<file path="src/rtl/boolean_decoder_if.sv">
// Bundles the decoder's control handshake and the operand/result bus of the attached boolean unit.
// The master modport is the decoder side; the slave modport is the requester/boolean-unit side.
interface boolean_decoder_if #(
  parameter int WIDTH = 3
);
  logic             start;
  logic             busy;
  logic             done;
  logic [3:0]       alufn_out;
  logic             err;
  logic [WIDTH-1:0] bu_a;
  logic [WIDTH-1:0] bu_b;
  logic [WIDTH-1:0] bu_result;

  modport master (
    input  start,
    input  bu_result,
    output busy,
    output done,
    output alufn_out,
    output err,
    output bu_a,
    output bu_b
  );

  modport slave (
    output start,
    output bu_result,
    input  busy,
    input  done,
    input  alufn_out,
    input  err,
    input  bu_a,
    input  bu_b
  );
endinterface

</file>
<file path="src/rtl/boolean_decoder.sv">
// Purpose: walks ab=00,01,10,11 through a boolean unit and rebuilds its 4-bit alufn truth table.
// Latency: done pulses in the cycle beginning 4*SETTLE edges after the start-capturing edge.
// Backpressure: none; start is only honoured in IDLE and is dropped (not queued) while busy or in DONE.
module boolean_decoder #(
  parameter int WIDTH  = 3,
  parameter int SETTLE = 1
) (
  input  logic                clk,
  input  logic                rst_n,
  boolean_decoder_if.master   bd
);

  localparam int              CW   = $clog2(SETTLE) + 1;
  localparam logic [CW-1:0]   LAST = CW'(SETTLE - 1);

  typedef enum logic [1:0] {
    IDLE  = 2'd0,
    DRIVE = 2'd1,
    DONE  = 2'd2
  } state_t;

  state_t        state;
  logic [1:0]    idx;
  logic [CW-1:0] settle_cnt;
  logic [3:0]    work_code;
  logic          work_err;

  logic [3:0]    code_next;
  logic [1:0]    idx_next;
  logic          mixed;

  // A sample is faulty when the result lanes disagree; with WIDTH=1 they never can.
  always_comb begin
    mixed          = !((&bd.bu_result) || !(|bd.bu_result));
    code_next      = work_code;
    code_next[idx] = bd.bu_result[0];
    idx_next       = idx + 2'd1;
  end

  always_ff @(posedge clk or negedge rst_n) begin
    if (!rst_n) begin
      state        <= IDLE;
      idx          <= 2'd0;
      settle_cnt   <= '0;
      work_code    <= 4'd0;
      work_err     <= 1'b0;
      bd.bu_a      <= '0;
      bd.bu_b      <= '0;
      bd.busy      <= 1'b0;
      bd.done      <= 1'b0;
      bd.alufn_out <= 4'd0;
      bd.err       <= 1'b0;
    end else begin
      case (state)
        IDLE: begin
          bd.done <= 1'b0;
          if (bd.start) begin
            state      <= DRIVE;
            idx        <= 2'd0;
            settle_cnt <= '0;
            work_code  <= 4'd0;
            work_err   <= 1'b0;
            bd.bu_a    <= '0;
            bd.bu_b    <= '0;
            bd.busy    <= 1'b1;
          end
        end

        DRIVE: begin
          if (settle_cnt == LAST) begin
            settle_cnt <= '0;
            work_code  <= code_next;
            work_err   <= work_err | mixed;
            if (idx == 2'd3) begin
              // Results are published on the edge entering DONE and held until the next DONE.
              state        <= DONE;
              bd.done      <= 1'b1;
              bd.busy      <= 1'b0;
              bd.bu_a      <= '0;
              bd.bu_b      <= '0;
              bd.alufn_out <= code_next;
              bd.err       <= work_err | mixed;
            end else begin
              idx     <= idx_next;
              bd.bu_a <= {WIDTH{idx_next[1]}};
              bd.bu_b <= {WIDTH{idx_next[0]}};
            end
          end else begin
            settle_cnt <= settle_cnt + 1'b1;
          end
        end

        DONE: begin
          state   <= IDLE;
          bd.done <= 1'b0;
          idx     <= 2'd0;
        end

        default: begin
          state   <= IDLE;
          bd.done <= 1'b0;
          bd.busy <= 1'b0;
        end
      endcase
    end
  end

endmodule
</file>
<file path="src/flat_wrapper.sv">
// flat-port wrapper written by rule: the top's interface ports become plain ports
module boolean_decoder_flat 
#(
  parameter int WIDTH  = 3,
  parameter int SETTLE = 1
)
  (clk, rst_n, bd_start, bd_bu_result, bd_busy, bd_done, bd_alufn_out, bd_err, bd_bu_a, bd_bu_b);
  boolean_decoder_if #(.WIDTH(WIDTH)) bd_i ();
  input  logic clk;
  input  logic rst_n;
  input wire logic [$bits(bd_i.start)-1:0] bd_start;
  input wire logic [$bits(bd_i.bu_result)-1:0] bd_bu_result;
  output wire logic [$bits(bd_i.busy)-1:0] bd_busy;
  output wire logic [$bits(bd_i.done)-1:0] bd_done;
  output wire logic [$bits(bd_i.alufn_out)-1:0] bd_alufn_out;
  output wire logic [$bits(bd_i.err)-1:0] bd_err;
  output wire logic [$bits(bd_i.bu_a)-1:0] bd_bu_a;
  output wire logic [$bits(bd_i.bu_b)-1:0] bd_bu_b;
  assign bd_i.start = bd_start;
  assign bd_i.bu_result = bd_bu_result;
  assign bd_busy = bd_i.busy;
  assign bd_done = bd_i.done;
  assign bd_alufn_out = bd_i.alufn_out;
  assign bd_err = bd_i.err;
  assign bd_bu_a = bd_i.bu_a;
  assign bd_bu_b = bd_i.bu_b;
  boolean_decoder #(.WIDTH(WIDTH), .SETTLE(SETTLE)) u_core (.clk(clk), .rst_n(rst_n), .bd(bd_i));
endmodule
</file>
<file path="config.mk">
export PLATFORM = sky130hd
export DESIGN_NAME = boolean_decoder_flat
export DESIGN_NICKNAME = d
export VERILOG_FILES = /design/src/rtl/boolean_decoder_if.sv /design/src/rtl/boolean_decoder.sv /design/src/flat_wrapper.sv
export SDC_FILE = /design/constraint.sdc
export NUM_CORES = 1
export LEC_CHECK = 0
export CAP_MARGIN = 5
export CELL_PAD_IN_SITES_DETAIL_PLACEMENT = 0
export CELL_PAD_IN_SITES_GLOBAL_PLACEMENT = 2
export CORE_MARGIN = 2
export CORE_UTILIZATION = 30
export CTS_CLUSTER_SIZE = 12
export DETAILED_ROUTE_END_ITERATION = 8
export PLACE_DENSITY = 0.75
export SETUP_SLACK_MARGIN = 0.02
export SKIP_LAST_GASP = 1
export SLEW_MARGIN = 10
export SYNTH_ARGS = -nofsm -noshare
export SYNTH_HDL_FRONTEND = slang
export SYNTH_SLANG_ARGS = --single-unit
</file>
<file path="constraint.sdc">
create_clock -name clk -period 1.8 [get_ports clk]
set_clock_uncertainty 0.05 [all_clocks]
set_input_delay 0.18 -clock clk [delete_from_list [all_inputs] [get_ports clk]]
set_output_delay 0.18 -clock clk [all_outputs]
set_load 0.02 [all_outputs]
</file>
[Word-level counts from Yosys, hierarchy flattened]
Cells that the tools add are included.
Word-level totals
  word-level logic and storage cells: 74
  bits in registers: 23
  input port bits: 6
Operators by class
  equal/unequal tests: 7
  reductions and logical operators: 16
  bitwise logic cells: 3
  magnitude comparators: 2
  multiplexer cells: 33
  add/sub/neg operators: 2
Operator list (count)
  3-bit two-way mux: 5
  2-bit two-way mux: 6
  3-bit case mux with 2 select lines: 2
  3-bit AND reduction: 4
  1-bit two-way mux: 10
  4-bit two-way mux: 2
  4-bit case mux with 2 select lines: 1
  4-bit AND reduction: 2
  2-bit != test (second input constant): 3
  2-bit case mux with 3 select lines: 1
  4-bit bitwise mux: 1
  2-bit == test (second input constant): 2
  1-bit case mux with 2 select lines: 2
  2-bit case mux with 2 select lines: 1
  2-bit AND reduction: 2
  2-bit by 3-bit less-than comparator with 1-bit output (second input constant): 1
  1-bit case mux with 3 select lines: 1
  3-bit nonzero test: 1
  3-bit OR reduction: 1
  2-bit by 1-bit adder with 2-bit output (second input constant): 1
  1-bit demux with 2-bit select: 1
  2-bit by 1-bit == test with 1-bit output (second input constant): 1
  2-bit by 1-bit >= comparator with 1-bit output (second input constant): 1
  1-bit logical NOT: 2
  other kinds (8): 9

[Longest topological paths before layout]
Gate-level depths: netlist (run 1).
  depth after elaboration: 7
  depth in mapped cells: 5

[Worst setup path after synthesis (run 1)]
OpenSTA, ideal clock, no wires.
  kind: register to register
  start point: register u_core.idx[0]
  end point: register u_core.bd.alufn_out[3]
  arrival time: 1.199 ns
  setup time: 0.125 ns
  required time: 1.625 ns
  path slack: 0.426 ns
  cell stages (with the launch flop): 5
  clock period less this slack: 1.374 ns
  cells stage by stage: dfrtp_1 > ha_1 > buf_2 > nand3b_2 > mux2_4
Between the ends
  word-level cells in the longest chain between the ends: 5
  elaborated cells on any way between the ends: 8
RTL lines
  from (decl): line boolean_decoder.sv:23  | logic [1:0] idx;
  from (signal assigned): line boolean_decoder.sv:84  | idx <= idx_next;
  2-bit by 3-bit less-than comparator with 1-bit output (not written as such) / 2-bit by 1-bit >= comparator with 1-bit output (equally long branches): line boolean_decoder.sv:36  | code_next[idx] = bd.bu_result[0];
  1-bit logical AND (not written as such): line boolean_decoder.sv:36
  1-bit two-way mux (not written as such): line boolean_decoder.sv:36
  1-bit demux with 2-bit select
  4-bit bitwise mux: line boolean_decoder.sv:36
  to (signal assigned): line boolean_decoder.sv:81  | bd.alufn_out <= code_next;
  to (decl): line boolean_decoder_if.sv:20  | output alufn_out,
Several ways; a longest one is shown, not always the timed one.
A chain may end at the register's enable or synchronous reset.

[Worst setup path after layout (run 1)]
  start point: register u_core.bd.bu_b[1]
  end point: output bd_bu_b[1]
RTL lines
  from (decl): line boolean_decoder_if.sv:23  | output bu_b
  from (signal assigned): line boolean_decoder.sv:86  | bd.bu_b <= {WIDTH{idx_next[0]}};
  to (decl): line flat_wrapper.sv:18  | output wire logic [$bits(bd_i.bu_b)-1:0] bd_bu_b;
No word-level cell between the ends.

==> results of run 1 <==
-- layer usage --
layer / track usage / up-vias / routed length, um
li1: - / 310 / -
met1: 0.161 / 300 / 843
met2: 0.174 / 14 / 714
met3: 0.0317 / 4 / 89
met4: 0.0698 / 0 / 39
met5: 0 / - / 0
-- cell families after synthesis --
family / count (synthesis) / synth area share
adder cells (fa/ha/maj): 4 / 0.0590
AND/OR/NAND/NOR: 21 / 0.128
multiplexers: 2 / 0.0295
flip-flops: 17 / 0.501
AO/OA/AOI/OAI: 25 / 0.195
buffers and inverters: 13 / 0.0870
-- power breakdown --
group / internal, mW / switching, mW / leakage, nW
clock network: 0.0827 / 0.133 / 0.0177
logic: 0.541 / 0.526 / 0.288
registers: 0.552 / 0.131 / 0.209
-- sequential cells by signal (all words and copies together) (netlist names) --
name,count
u_core.bd.alufn_out,4
u_core.work_code,3
u_core.idx,2
u_core.state,2
u_core.bd.bu_a,1
u_core.bd.bu_b,1
u_core.bd.busy,1
u_core.bd.done,1
u_core.bd.err,1
u_core.work_err,1
-- final cells by class --
| type | count | area (um^2) | area share |
|---|---|---|---|
| clock buffer | 3 | 22.5 | 0.0211 |
| clock inverter | 1 | 5.00 | 0.00468 |
| inverter | 5 | 18.8 | 0.0175 |
| multi-input combinational | 52 | 349 | 0.326 |
| sequential | 17 | 425 | 0.398 |
| tap | 31 | 38.8 | 0.0363 |
| timing repair buffer | 22 | 210 | 0.196 |
-- worst paths after layout --
check | start | endpoint | slack (ps) | cells after the start
worst min-delay path | rst_n | u_core.work_code[2] | 150 | 2
worst max register to register | u_core.idx[0] | u_core.bd.alufn_out[3] | 330 | 3
worst max-delay path | u_core.bd.bu_b[1] | bd_bu_b[1] | 250 | 1
worst min register to register | u_core.bd.alufn_out[0] | u_core.bd.alufn_out[0] | 440 | 2
min in group clk | u_core.bd.alufn_out[0] | u_core.bd.alufn_out[0] | 440 | 2
max in group asynchronous | rst_n | u_core.bd.busy | 1350 | 2
-- cell usage in the layout, fill, tap and decap left out --
| master | Yosys | layout |
|---|---|---|
| buf_4 | 4 | 4 |
| nand2_1 | 6 | 6 |
| nand2b_1 | 1 | 1 |
| o21a_1 | 2 | 2 |
| a21oi_1 | 6 | 6 |
| inv_1 | 5 | 5 |
| mux2i_1 | 1 | 1 |
| dfrtp_1 | 17 | 17 |
| o21ai_0 | 6 | 6 |
| a22o_1 | 5 | 5 |
| or2_1 | 1 | 1 |
| nand3_1 | 1 | 1 |
| mux2_4 | 1 | 1 |
| nand3b_2 | 1 | 1 |
| ha_1 | 4 | 4 |
| nor2_1 | 5 | 5 |
| nor2b_1 | 4 | 4 |
| a22oi_1 | 1 | 1 |
| clkinv_2 | 0 | 1 |
| clkbuf_4 | 0 | 3 |
| a21o_1 | 4 | 4 |
| or3_1 | 1 | 1 |
| a32oi_1 | 1 | 1 |
| clkdlybuf4s50_1 | 0 | 18 |
| and2b_1 | 1 | 1 |
-- per-stage QoR --
stage	setup WS [ps]	cells	utilization	hold WS, ps
floorplan	426	82	-	-166
global placement	266	127	0.385	410
detailed placement	246	127	0.385	418
CTS	238	131	0.395	161
global route	172	131	0.395	163
finish	254	131	0.395	151
==> results.cfg, run 1 <==
[clock_network]
cts_sinks = 17
cts_tree = yes
cts_htree_levels = 1
clk_latency_ps = 300
path_clk_slew_ps = 110
cts.repair.resized = 0
cts_root_buffer = clkbuf_4
cts_buffers = 3
holdBufCountCts = 0
clock_path_buffers = 2
post_cts_buffers = 0

[min_path]
hp-class = input pin to asynchronous set/reset pin

[sta]
tightest_slew_ps = 262
timing_hold_violations_final = 0
grt_setup_unrepaired = false
finalMaxSlewViolations = 0
max-slew-margin-rel = 0.825
finalCriticalPeriod_ps = 1550
setup_tns_ps = 0
max_freq_mhz = 647
period_share = 0.859
finalSetupViolCount = 0

[critical_path]
path_max_fanout = 4
cp-start-kind = flip-flop
crit_slowest_cell = clkdlybuf4s50_1
crit_path_end_kind = primary output
max_stage_delay_ps = 620
required_ps = 1570
crit_buf_inv = 1
cp_cell_sequence = clkdlybuf4s50_1
crit_family = buffers and inverters
critical_path_class = flip-flop to primary output
critPathArrivalTime_ps = 1320

[drt]
final_antenna_net_count = 0
drc = 0
drt_first_pass_iters = 3
post_drt_via_cell_ratio = 4.79
drt-total-wl_um = 1690
drt_iter0_drc = 3
routedWlPerCell_um = 12.9
vias = 628

[floorplan]
fp.dieW_um = 57.2
rows = 19
core-area_mm2 = 0.00271
start_util = 0.313
die_y_um = 57.2
die-area_mm2 = 0.00327
ios = 19

[yosys]
syn_inst = 82
synth_area_leader_cell = dfrtp_1
yosys-top-cells-count = dfrtp_1 (17), a21oi_1 (6), nand2_1 (6), o21ai_0 (6)
synth_cell_type_count = 25
synth_nets = 92
synth_area_leaders = dfrtp_1 (50%), ha_1 (5.9%), a22o_1 (5.2%), a21oi_1 (3.5%), o21ai_0 (3.5%)
synth-seq-cells = 17
ys_async_sr_fraction = 1.00
syn_avg_cell_area_um2 = 10.3
syn_area_um2 = 848
synth.most_common_cell = dfrtp_1
synth_edf_count = 0
synth_top_area_share = 0.501
ys_seq_area_frac = 0.501
synthFlopType = dfrtp_1
ys.warnings.count = 0

[layout]
syn_to_final_growth_pct = 26.1
finalNetCount = 111
fin_area_mm2 = 0.00107
fill_cells = 296
antenna_cells = 0
drive_gt1_frac = 0.100

[global_routing]
grt_usage = 0.120
grt_pass1_vias = 615
antenna_found_initial = 0
grt_pass1_wl_um = 2930
grt_start_max_net_pins = 18
grt-ovfl-total = 0

[placement]
dpl-instance-area_mm2 = 0.00104
place_congestion = 0.724
io_buffers = 18
dpl.hpwl_um = 1290

[pwr]
powerDensity_mw_per_mm2 = 1840
peakVddDrop_uv = 938
total_power_mw = 1.97
p_leak_nw = 0.515

[run_status]
status = completed

[run]
maxCapViolCount = 0
No activity file was read; power rests on OpenSTA's default activity.
==> run 2, diff against run 1 <==
--- a/config.mk
+++ b/config.mk
@@ -8,7 +8,6 @@
 export CAP_MARGIN = 5
 export CELL_PAD_IN_SITES_DETAIL_PLACEMENT = 0
 export CELL_PAD_IN_SITES_GLOBAL_PLACEMENT = 2
-export CORE_MARGIN = 2
 export CORE_UTILIZATION = 30
 export CTS_CLUSTER_SIZE = 12
 export DETAILED_ROUTE_END_ITERATION = 8
==> run 2 against run 1 <==
Final area shrank 0.23%. Routed wire length shrank 1.1%. First-iteration DRC count grew to 3.0 times the previous value. Maximum frequency is essentially flat. Setup slack is essentially flat. Die area shrank 6.9%. Sequential cell count is the same. Final cell count shrank 0.76%. Critical path depth is the same. Critical endpoint unchanged.
==> results.cfg, run 2 (synthesis gave the netlist of run 1 again) <==
[layout]
reg.largest.list = u_core.bd.alufn_out (4), u_core.work_code (3)
multi_input_area_um2 = 349
fill_cells = 264
layout_common_cells = clkdlybuf4s50_1 (18), dfrtp_1 (17), a21oi_1 (6), nand2_1 (6), o21ai_0 (6)
regMostFlops = u_core.bd.alufn_out
finalNetCount = 111
final_common_cell = clkdlybuf4s50_1
drive_gt1_frac = 0.0900
post-route-util = 0.416
regArea_um2 = 425
syn_to_final_growth_pct = 25.8
antenna_cells = 0
largest_reg_flops = 4

[global_routing]
antenna_found_initial = 0
grt-ovfl-total = 0
grt_start_max_net_pins = 18
grt_usage = 0.139
grt_pass1_vias = 613
grt_pass1_wl_um = 2870

[pwr]
peakVddDrop_uv = 947
powerDensity_mw_per_mm2 = 1830
p_leak_nw = 0.513

[run_status]
status = completed

[placement]
place_congestion = 0.680
dpl.hpwl_um = 1230
io_buffers = 18

[clock_network]
clk_latency_ps = 290
cts_htree_levels = 1
cts_sinks = 17
post_cts_buffers = 0
path_clk_slew_ps = 100
cts.repair.resized = 0
cts_root_buffer = clkbuf_4
cts_buffers = 3
clock_path_buffers = 2
holdBufCountCts = 0
cts_tree = yes

[critical_path]
crit_family = buffers and inverters
max_stage_delay_ps = 620
critical_path_class = flip-flop to primary output
crit_slowest_cell = clkdlybuf4s50_1
crit_cells = 1
crit_buf_inv = 1
crit_path_end_kind = primary output
cp-start-kind = flip-flop
path_max_fanout = 4
reg2reg_from = u_core.state[0]
critPathArrivalTime_ps = 1320
cp_cell_sequence = clkdlybuf4s50_1
reg2reg_slack_ps = 350
required_ps = 1570
reg2reg_depth = 3
rr_endpoint = u_core.work_code[0]
critPathLaunch = u_core.bd.bu_b[1]

[sta]
finalCriticalPeriod_ps = 1550
max_freq_mhz = 647
finalSetupViolCount = 0
grt_setup_unrepaired = false
period_share = 0.859
timing_hold_violations_final = 0
setup_tns_ps = 0
tightest_slew_ps = 398
max-slew-margin-rel = 0.735
finalMaxSlewViolations = 0

[floorplan]
start_util = 0.330
ios = 19
die-area_mm2 = 0.00304
die_y_um = 55.2
fp.dieW_um = 55.2
core-area_mm2 = 0.00257
rows = 18

[run]
maxCapViolCount = 0

[drt]
drt_first_pass_iters = 2
post_drt_via_cell_ratio = 4.85
drc = 0
final_antenna_net_count = 0
drt_iter0_drc = 9
routedWlPerCell_um = 12.8
vias = 631
drt-total-wl_um = 1670

[min_path]
hp-class = input pin to asynchronous set/reset pin
run 2: through the flow:
stage	setup slack, ps	power [mW]	hold WS [ps]	std cells	instance area, um^2
final	254	1.95	166	130	1070
after detailed placement	236	1.77	419	126	1040
after global placement	263	1.76	412	126	1040
after CTS	232	1.99	163	130	1070
after global routing	179	2.14	177	130	1070
after floorplan	426	1.41	-166	82	848
run 2: final cells by class:
type	count	share of cell area
well taps	30	0.0352
repair buffers	22	0.197
inverters	5	0.0176
clock buffers	4	0.0246
multi-input cells	52	0.327
flip-flops and latches	17	0.399
run 2: worst max path at each step:
stage                        endpoint  slack (ps)
2_1_floorplan  u_core.bd.alufn_out[3]         430
3_3_place_gp            u_core.bd.err         260
3_5_place_dp            u_core.bd.err         240
4_1_cts                    bd_bu_b[1]         230
5_1_grt                    bd_bu_b[1]         180
6_report                   bd_bu_b[1]         250
run 2: report_power, final:
part	total [mW]	internal (mW)	switching, mW
Clock	0.204	0.0861	0.118
Sequential	0.695	0.552	0.143
Combinational	1.05	0.538	0.515
run 2: worst register-to-register path: cells and delay by family (launching register included):
family | cells | cell delay [ps]
AO/OA/AOI/OAI | 1 | 250
AND/OR/NAND/NOR | 2 | 440
flip-flops | 1 | 600
run 2: layer usage:
layer,GRT usage,routed length [um]
met4,0.0500,19
met2,0.207,707
met5,0,0
met3,0.0492,81
met1,0.185,860
